### config.mk
export PLATFORM = sky130hd
export DESIGN_NAME = ps2_key_source
export DESIGN_NICKNAME = d
export VERILOG_FILES = /design/src/rtl/ps2_key_source.sv
export SDC_FILE = /design/constraint.sdc
export NUM_CORES = 1
export LEC_CHECK = 0
export CAP_MARGIN = 5
export CORE_ASPECT_RATIO = 0.7
export CORE_MARGIN = 3
export CORE_UTILIZATION = 52
export DETAILED_ROUTE_END_ITERATION = 8
export PLACE_DENSITY = 0.73
export SKIP_CTS_REPAIR_TIMING = 1
export SKIP_LAST_GASP = 1
export SLEW_MARGIN = 20
export SYNTH_ARGS = -nofsm -noshare
export SYNTH_HDL_FRONTEND = slang
export SYNTH_SLANG_ARGS = --single-unit
### constraint.sdc
create_clock -name Clk -period 2.4 [get_ports Clk]
set_input_delay 0.36 -clock Clk [delete_from_list [all_inputs] [get_ports Clk]]
set_output_delay 0.36 -clock Clk [all_outputs]
set_load 0.03 [all_outputs]
### src/rtl/ps2_key_source.sv
// ---------------------------------------------------------------------------
// ps2_key_source
//
// Receives scancodes from the single PS/2 keyboard shared by both players and
// turns them into the two held-key slots read by the game-control FSM. The
// slots carry USB-HID usage codes, so the FSM's space-to-start check and the
// per-player move logic see the same values the USB keyboard path produced.
//
// Pipeline:
//   ps2_clk/ps2_data -> synchronisers -> falling-edge detect -> 11-bit frame
//   deserialiser (start, 8 data LSB first, odd parity, stop) -> set-2
//   make/break decoder -> per-player slot update.
//
// Ports:
//   Clk         system clock
//   Reset       synchronous, active-high reset
//   ps2_clk     raw PS/2 clock from the keyboard (asynchronous)
//   ps2_data    raw PS/2 data from the keyboard (asynchronous)
//   keycode     player-1 held key (W/A/S/D/space) as HID code, 0x00 if none
//   keycode2    player-2 held key (arrows/Enter) as HID code, 0x00 if none
//   byte_valid  one-cycle pulse for every frame that passes parity and stop
//   byte_data   last good byte, valid while byte_valid is high
//   frame_err   one-cycle pulse on bad start/stop, bad parity or timeout
//
// Parameters:
//   TIMEOUT_CYCLES  Clk cycles without a PS/2 falling edge before a partial
//                   frame is dropped
//   SYNC_STAGES     synchroniser depth on both PS/2 inputs (2 or more)
// ---------------------------------------------------------------------------
module ps2_key_source #(
  parameter int unsigned TIMEOUT_CYCLES = 50000,
  parameter int unsigned SYNC_STAGES    = 2
) (
  input  logic       Clk,
  input  logic       Reset,
  input  logic       ps2_clk,
  input  logic       ps2_data,
  output logic [7:0] keycode,
  output logic [7:0] keycode2,
  output logic       byte_valid,
  output logic [7:0] byte_data,
  output logic       frame_err
);

  localparam int unsigned     TO_W    = $clog2(TIMEOUT_CYCLES + 1);
  localparam logic [TO_W-1:0] TO_LAST = TO_W'(TIMEOUT_CYCLES - 1);

  // Set-2 prefix and keyboard housekeeping bytes.
  localparam logic [7:0] SC_EXT      = 8'hE0;
  localparam logic [7:0] SC_BRK      = 8'hF0;
  localparam logic [7:0] SC_BAT_OK   = 8'hAA;
  localparam logic [7:0] SC_ACK      = 8'hFA;
  localparam logic [7:0] SC_RESEND   = 8'hFE;
  localparam logic [7:0] SC_ECHO     = 8'hEE;

  typedef enum logic [1:0] {
    DEC_IDLE,     // waiting for a new scancode sequence
    DEC_EXT,      // E0 seen
    DEC_BRK,      // F0 seen
    DEC_EXT_BRK   // E0 F0 seen
  } dec_state_e;

  // -------------------------------------------------------------------------
  // Input synchronisers and falling-edge detect
  // -------------------------------------------------------------------------
  logic [SYNC_STAGES-1:0] clk_sync_q;
  logic [SYNC_STAGES-1:0] data_sync_q;
  logic                   clk_prev_q;
  logic                   ps2_clk_s;
  logic                   ps2_data_s;
  logic                   ps2_fall;

  assign ps2_clk_s  = clk_sync_q[SYNC_STAGES-1];
  assign ps2_data_s = data_sync_q[SYNC_STAGES-1];
  assign ps2_fall   = clk_prev_q & ~ps2_clk_s;

  // Synchronisers reset to the bus idle level (high) so leaving reset can
  // never look like a falling edge; a frame already in flight when Reset
  // drops is only picked up from its next start bit.
  // NOTE: every sequential block uses non-blocking (<=) assignments so all
  // flops update together from the values present before the clock edge.
  always_ff @(posedge Clk) begin
    if (Reset) begin
      clk_sync_q  <= '1;
      data_sync_q <= '1;
      clk_prev_q  <= 1'b1;
    end else begin
      clk_sync_q  <= {clk_sync_q[SYNC_STAGES-2:0], ps2_clk};
      data_sync_q <= {data_sync_q[SYNC_STAGES-2:0], ps2_data};
      clk_prev_q  <= ps2_clk_s;
    end
  end

  // -------------------------------------------------------------------------
  // Frame deserialiser with inactivity timeout
  //
  // bit_cnt_q counts received bits: 0 = waiting for start, 1..8 = data,
  // 9 = parity, 10 = stop. Data and parity shift in from the top, so after
  // the parity bit shift_q[7:0] holds the byte and shift_q[8] the parity.
  // -------------------------------------------------------------------------
  logic [3:0]      bit_cnt_q,    bit_cnt_d;
  logic [8:0]      shift_q,      shift_d;
  logic [TO_W-1:0] to_cnt_q,     to_cnt_d;
  logic            byte_valid_q, byte_valid_d;
  logic [7:0]      byte_data_q,  byte_data_d;
  logic            frame_err_q,  frame_err_d;

  // NOTE: every signal driven here gets a default at the top of the block,
  // so no path through the branches can leave it unassigned (no latches).
  always_comb begin
    bit_cnt_d    = bit_cnt_q;
    shift_d      = shift_q;
    to_cnt_d     = to_cnt_q;
    byte_valid_d = 1'b0;
    byte_data_d  = byte_data_q;
    frame_err_d  = 1'b0;

    if (ps2_fall) begin
      to_cnt_d = '0;
      if (bit_cnt_q == 4'd0) begin
        // A high start bit is line noise or a lost frame: reject it now.
        if (ps2_data_s) frame_err_d = 1'b1;
        else            bit_cnt_d   = 4'd1;
      end else if (bit_cnt_q < 4'd10) begin
        shift_d   = {ps2_data_s, shift_q[8:1]};
        bit_cnt_d = bit_cnt_q + 4'd1;
      end else begin
        // Stop bit: data plus parity must hold an odd number of ones.
        bit_cnt_d = 4'd0;
        if ((^shift_q) && ps2_data_s) begin
          byte_valid_d = 1'b1;
          byte_data_d  = shift_q[7:0];
        end else begin
          frame_err_d = 1'b1;
        end
      end
    end else if (bit_cnt_q != 4'd0) begin
      if (to_cnt_q == TO_LAST) begin
        to_cnt_d    = '0;
        bit_cnt_d   = 4'd0;
        frame_err_d = 1'b1;
      end else begin
        to_cnt_d = to_cnt_q + TO_W'(1);
      end
    end else begin
      to_cnt_d = '0;
    end
  end

  always_ff @(posedge Clk) begin
    if (Reset) begin
      bit_cnt_q    <= 4'd0;
      shift_q      <= '0;
      to_cnt_q     <= '0;
      byte_valid_q <= 1'b0;
      byte_data_q  <= 8'h00;
      frame_err_q  <= 1'b0;
    end else begin
      bit_cnt_q    <= bit_cnt_d;
      shift_q      <= shift_d;
      to_cnt_q     <= to_cnt_d;
      byte_valid_q <= byte_valid_d;
      byte_data_q  <= byte_data_d;
      frame_err_q  <= frame_err_d;
    end
  end

  // -------------------------------------------------------------------------
  // Scancode translation (0x00 = not a game key)
  // -------------------------------------------------------------------------
  function automatic logic [7:0] p1_hid(input logic [7:0] sc);
    case (sc)
      8'h1D:   return 8'h1A;  // W
      8'h1C:   return 8'h04;  // A
      8'h1B:   return 8'h16;  // S
      8'h23:   return 8'h07;  // D
      8'h29:   return 8'h2C;  // space
      default: return 8'h00;
    endcase
  endfunction

  function automatic logic [7:0] p2_hid(input logic [7:0] sc, input logic ext);
    if (ext) begin
      case (sc)
        8'h75:   return 8'h52;  // up
        8'h72:   return 8'h51;  // down
        8'h6B:   return 8'h50;  // left
        8'h74:   return 8'h4F;  // right
        default: return 8'h00;  // includes keypad Enter (E0 5A)
      endcase
    end
    return (sc == 8'h5A) ? 8'h28 : 8'h00;  // main Enter
  endfunction

  // -------------------------------------------------------------------------
  // Decoder: classify the incoming byte as a make or break event
  // -------------------------------------------------------------------------
  dec_state_e dec_q;
  logic       ev_make;
  logic       ev_break;
  logic       ev_ext;
  logic [7:0] p1_code;
  logic [7:0] p2_code;
  logic [7:0] keycode_q;
  logic [7:0] keycode2_q;

  always_comb begin
    ev_make  = 1'b0;
    ev_break = 1'b0;
    ev_ext   = 1'b0;
    if (byte_valid_q) begin
      case (dec_q)
        DEC_IDLE: begin
          ev_make = (byte_data_q != SC_EXT)    && (byte_data_q != SC_BRK)  &&
                    (byte_data_q != SC_BAT_OK) && (byte_data_q != SC_ACK)  &&
                    (byte_data_q != SC_RESEND) && (byte_data_q != SC_ECHO);
        end
        DEC_EXT: begin
          ev_make = (byte_data_q != SC_EXT) && (byte_data_q != SC_BRK);
          ev_ext  = 1'b1;
        end
        DEC_BRK: begin
          ev_break = 1'b1;
        end
        default: begin  // DEC_EXT_BRK
          ev_break = 1'b1;
          ev_ext   = 1'b1;
        end
      endcase
    end
  end

  // Player-1 keys only exist without the E0 prefix.
  assign p1_code = ev_ext ? 8'h00 : p1_hid(byte_data_q);
  assign p2_code = p2_hid(byte_data_q, ev_ext);

  // Decoder FSM and slot registers. A frame error (including timeout) drops
  // any half-seen prefix so the next byte is read as a fresh sequence.
  always_ff @(posedge Clk) begin
    if (Reset) begin
      dec_q      <= DEC_IDLE;
      keycode_q  <= 8'h00;
      keycode2_q <= 8'h00;
    end else begin
      if (frame_err_q) begin
        dec_q <= DEC_IDLE;
      end else if (byte_valid_q) begin
        case (dec_q)
          DEC_IDLE: begin
            if      (byte_data_q == SC_EXT) dec_q <= DEC_EXT;
            else if (byte_data_q == SC_BRK) dec_q <= DEC_BRK;
          end
          DEC_EXT: begin
            if      (byte_data_q == SC_BRK) dec_q <= DEC_EXT_BRK;
            else if (byte_data_q != SC_EXT) dec_q <= DEC_IDLE;
          end
          default: dec_q <= DEC_IDLE;
        endcase
      end

      // Make: last pressed key wins its player's slot.
      if (ev_make) begin
        if (p1_code != 8'h00) keycode_q  <= p1_code;
        if (p2_code != 8'h00) keycode2_q <= p2_code;
      end

      // Break: only release the slot if it still holds this key, so letting
      // go of an older key does not cancel a newer one still held.
      if (ev_break) begin
        if ((p1_code != 8'h00) && (keycode_q  == p1_code)) keycode_q  <= 8'h00;
        if ((p2_code != 8'h00) && (keycode2_q == p2_code)) keycode2_q <= 8'h00;
      end
    end
  end

  assign keycode    = keycode_q;
  assign keycode2   = keycode2_q;
  assign byte_valid = byte_valid_q;
  assign byte_data  = byte_data_q;
  assign frame_err  = frame_err_q;

endmodule

== Word level (Yosys, flattened, before mapping) ==
Cells that the tools add are included.
Cells by class
  equal/unequal tests: 26
  order comparisons: 1
  reduce and logical (&&, ||, !) cells: 25
  add/sub/neg operators: 2
  muxes and demuxes: 40
  bitwise logic cells: 6
Operator list (number)
  $mux W8: 11
  $ne A8 B8 Y1 const B: 6
  $eq A8 B7 Y1 const B: 5
  $pmux W6 S5: 1
  $pmux W7 S4: 1
  $eq A8 B5 Y1 const B: 3
  $mux W4: 6
  $add A16 B1 Y16 const B: 1
  $eq A16 B16 Y1 const B: 1
  $eq A8 B6 Y1 const B: 2
  $eq A8 B8 Y1: 2
  $eq A8 B8 Y1 const B: 2
  $reduce_bool A8 Y1: 2
  $mux W1: 14
  $ne A3 B3 Y1 const B: 3
  $reduce_and A3 Y1: 3
  $reduce_xor A9 Y1: 1
  $logic_and A1 B1 Y1: 8
  $mux W2: 4
  $reduce_or A4 Y1: 2
  $mux W6: 1
  $reduce_or A2 Y1: 3
  $not A1 Y1: 5
  $add A4 B1 Y4 const B: 1
  11 further kinds: 12
Word-level totals
  word-level logic and storage cells: 112
  output and inout bits: 26
  register bits after elaboration: 62
  input port bits: 4

== Longest topological paths before layout ==
  depth after elaboration: 11
  gate-level depth with buffers: 8
  depth with buffers taken out: 7

== Least setup slack after synthesis ==
OpenSTA, ideal clock, no wires.
  path type: reg-to-reg
  start point: register byte_valid_q, in the netlist byte_valid
  end point: register keycode2_q[0], in the netlist keycode2[0]
  slack: 0.217 ns
  clock period less this slack: 2.183 ns
  path buffers: 2
  data required time: 2.263 ns
  stages on the path, launching flop included: 9
  setup time: 0.137 ns
  data arrival time: 2.046 ns
  path through: dfxtp_1 -> buf_2 -> and4b_1 -> and3_1 -> clkbuf_1 -> xnor2_1 -> nand4_1 -> a2111oi_4 -> nor3_1
Between the ends
  longest elaborated chain between the ends: 8
  elaborated cells between the ends (all ways): 12
  those cells by class: eq/ne (1); mux (9); reduce/logical (2)
RTL lines
  start, declared: line 104  | logic byte_valid_q, byte_valid_d;
  start signal, assigned: line 162  | byte_valid_q <= byte_valid_d;
  $mux W1: line 211  | if (byte_valid_q) begin
  $mux W1: line 183  | if (ext) begin
  $mux W8: line 192  | return (sc == 8'h5A) ? 8'h28 : 8'h00;
  $reduce_bool A8 Y1: line 264, 271
  $mux W8: line 264  | if (p2_code != 8'h00) keycode2_q <= p2_code;
  $mux W8: line 262  | if (ev_make) begin
  $mux W8: line 271  | if ((p2_code != 8'h00) && (keycode2_q == p2_code)) keycode2_q <= 8'h00;
  $mux W8 (*): line 269  | if (ev_break) begin
  end signal, assigned: line 264
  end, declared: line 205  | logic [7:0] keycode2_q;
Mark *: on every way between the ends. The rest lies on a longest branch, timed or not.
A chain may end at the register's enable or synchronous reset.

== Final worst setup path ==
  start point: register byte_data_q[6], in the netlist byte_data[6]
  end point: register keycode2_q[3], in the netlist keycode2[3]
Between the ends
  longest elaborated chain between the ends: 11
  elaborated cells between the ends (all ways): 29
  those cells by class: eq/ne (12); mux (10); reduce/logical (7)
RTL lines
  start, declared: line 105  | logic [7:0] byte_data_q, byte_data_d;
  start signal, assigned: line 163  | byte_data_q <= byte_data_d;
  parallel branches: the longest is 10 deep, another holds $eq A8 B7 Y1
  $mux W8 (*): line 269
Mark *: on every way between the ends. The select of a mux whose other input is x is not followed.

==> out/qor.yml <==
routing:
  drt.antenna.violating_nets: 0
  firstDrtPassIters: 5
  wire_per_inst_um: 15.24
  drt_iter0_drc: 227
  routed_wirelength_mm: 7.573
  drc: 0
  via_per_inst: 5.883
  num_vias: 2924
final_layout:
  final-instance-count-excl-fill: 497
  nets: 425
  num-fill-cells: 498
  drive_gt1_frac: 0.1256
  areaGrowthSynthToFinish_pct: 18.60
  diodes: 0
  layout_commonest_cell: "dfxtp_1"
  mostFrequentLayoutCells: "dfxtp_1 (60), nand2_1 (43), nor2_1 (36)"
global_route:
  grtUsageTotal: 0.2270
  first_global_vias: 2636
  grtUsageMet1: 0.3375
  busiest_layer: "met1"
  grt_overflow_total: 0
  grt_max_degree: 30
  grt_pass1_wl_mm: 13.03
  use_met2: 0.3187
  antenna_found_initial: 0
  met3_usage: 0.06340
floorplanning:
  core_area_um2: 5899
  fp.dieH_um: 72.28
  rows: 23
  dieArea_um2: 7277
  io_pins: 30
  initial_utilization: 0.5531
  die_w_um: 100.7
logic_synthesis:
  synth_enable_flop_cells: 0
  yosys.area.top_type: "dfxtp_1"
  yosys.cell_types.count: 62
  yosys_warnings: 0
  synthCells: 378
  synthTopCellsByArea: "dfxtp_1 (38%), nand2_1 (4.9%), nor2_1 (4.1%)"
  async_reset_ff_frac: 0
  synth_ff_type: "dfxtp_1"
  syn_nets: 385
  synth-seq-cells: 62
  postSynthAreaPerCell_um2: 8.633
  synth_top_area_share: 0.3804
  netlist_area_um2: 3263
  ys_seq_area_frac: 0.3804
clock_tree:
  clkSlewWorstSetupHoldPaths_ps: 70
  cts-root-buf: "clkbuf_8"
  htreeDepth: 3
  cts_buffers: 9
  clock_sinks: 62
  clock_latency_ps: 340
  cts_buffer_depth: 2
  tritoncts: "built"
sta:
  worst_pin_slew_ps: 526.4
  clock_skew_ps: 6.145
  timing.hold.ws_ps: 413.6
  min_period_ps: 2234
  setup_viol: 0
  rsz0062_at_grt: "false"
  slew_violations: 0
  max_freq_ghz: 0.4476
  hold_viol: 0
  period_share: 0.9310
  relSlewSlack: 0.6467
place:
  dpl.hpwl_mm: 5.445
  dp_cells: 481
  gp_congestion: 0.9360
  portBuffers: 29
job:
  drv_cap: 0
critical_path:
  crit_type: "register to register"
  r2r.worst_path.cells: 7
  startpoint_type: "register"
  worstPathMaxFanout: 8
  worst_setup_path_end_kind: "register"
  setup.worst_path.end: "keycode2[3]$_SDFF_PP0_"
  startpoint: "byte_data[6]$_SDFFE_PP0P_"
  crit_required_ps: 2660
  worstReg2RegStart: "byte_data[6]$_SDFFE_PP0P_"
  rr_endpoint: "keycode2[3]$_SDFF_PP0_"
  cp.arrival_ps: 2490
  rrSetupSlack_ps: 170
power_and_ir_drop:
  p_leak_nw: 1.342
  vdd_ir_drop_max_v: 0.0002988
  power.density_nw_per_um2: 510.0
worst_hold_path:
  hold_path_class: "register to register"
outcome:
  outcome: "complete, no violations"
==> layer usage <==
metal / wire length (um) / share of wire
met4: 56 / 0.0074
met2: 3124 / 0.41
met5: 0 / 0
met1: 3796 / 0.50
met3: 595 / 0.079
==> flip-flops by register name, indices dropped and copies added, names as in the netlist <==
register     cells
to_cnt_q        16
data_sync_q      2
keycode2         8
byte_valid       1
shift_q          9
frame_err        1
byte_data        8
clk_sync_q       2
dec_q            2
keycode          8
bit_cnt_q        4
clk_prev_q       1
==> worst max-delay path: stages (launching register included) <==
cell and delay [ps]:
dfxtp_1 480, and4b_1 360, and2_1 240, a211oi_1 110
a311oi_1 500, a2111oi_4 80, buf_4 190, nor3_1 190
==> area by class of cell <==
| type | instances | area, um2 | area share |
|---|---|---|---|
| multi-input cells | 289 | 1884 | 0.4869 |
| flip-flops and latches | 62 | 1244 | 0.3214 |
| repair buffers | 47 | 425.4 | 0.1099 |
| clock buffers | 11 | 141.4 | 0.03653 |
| well taps | 75 | 93.84 | 0.02425 |
| clock inverters | 4 | 47.55 | 0.01229 |
| inverters | 9 | 33.78 | 0.008729 |
==> through the flow <==
step                TNS, ps  utilization  setup WS [ps]  cell area (um2)  power [mW]
finish                    0       0.6560          165.7             3870       1.974
global route              0       0.6560          40.98             3870       2.033
CTS                  -115.5       0.6543         -41.83             3860       1.989
detailed placement   -21.80       0.6223         -21.80             3671       1.092
global placement          0       0.6223          115.6             3671       1.092
floorplan                 0            -          216.7             3263       1.078
==> worst min path at each step <==
| stage | start | to | slack [ps] | cells past startpoint |
|---|---|---|---|---|
| after detailed placement | clk_sync_q[0]$_SDFF_PP1_ | clk_sync_q[1]$_SDFF_PP1_ | 400 | 1 |
| after CTS | clk_sync_q[0]$_SDFF_PP1_ | clk_sync_q[1]$_SDFF_PP1_ | 420 | 1 |
| after floorplan | clk_sync_q[0]$_SDFF_PP1_ | clk_sync_q[1]$_SDFF_PP1_ | 390 | 1 |
| after global placement | clk_sync_q[0]$_SDFF_PP1_ | clk_sync_q[1]$_SDFF_PP1_ | 390 | 1 |
| final | clk_sync_q[0]$_SDFF_PP1_ | clk_sync_q[1]$_SDFF_PP1_ | 410 | 1 |
| after global routing | data_sync_q[0]$_SDFF_PP1_ | data_sync_q[1]$_SDFF_PP1_ | 440 | 1 |
==> Yosys cell counts (5+ instances only) <==
cell and number:
xnor2_1 9, or2_2 6, xor2_1 13, nand3b_1 5
or3_1 5, a21oi_1 22, nand3_1 9, nor2b_1 7
clkbuf_1 6, buf_4 6, buf_2 5, inv_1 9
mux2i_1 8, nand2_1 43, nand4_1 6, dfxtp_1 62
and3_1 8, nor2_1 36, nor3_1 14, a22oi_1 8
and2_1 9, nand2b_1 7, o21ai_0 11
==> logic make-up after synthesis <==
group,synth area share
simple gates,0.3029
compound gates,0.1641
flops,0.3804
buf+inv,0.04217
xor+xnor,0.07094
mux,0.02799
fa+ha+maj,0.01150
==> power breakdown <==
part	internal [mW]	switching, mW
clock	0.499	0.406
sequential	1.03	0.00221
combinational	0.0132	0.0213
total	1.54	0.429
Note: power is estimated with default switching activity, not from simulation.
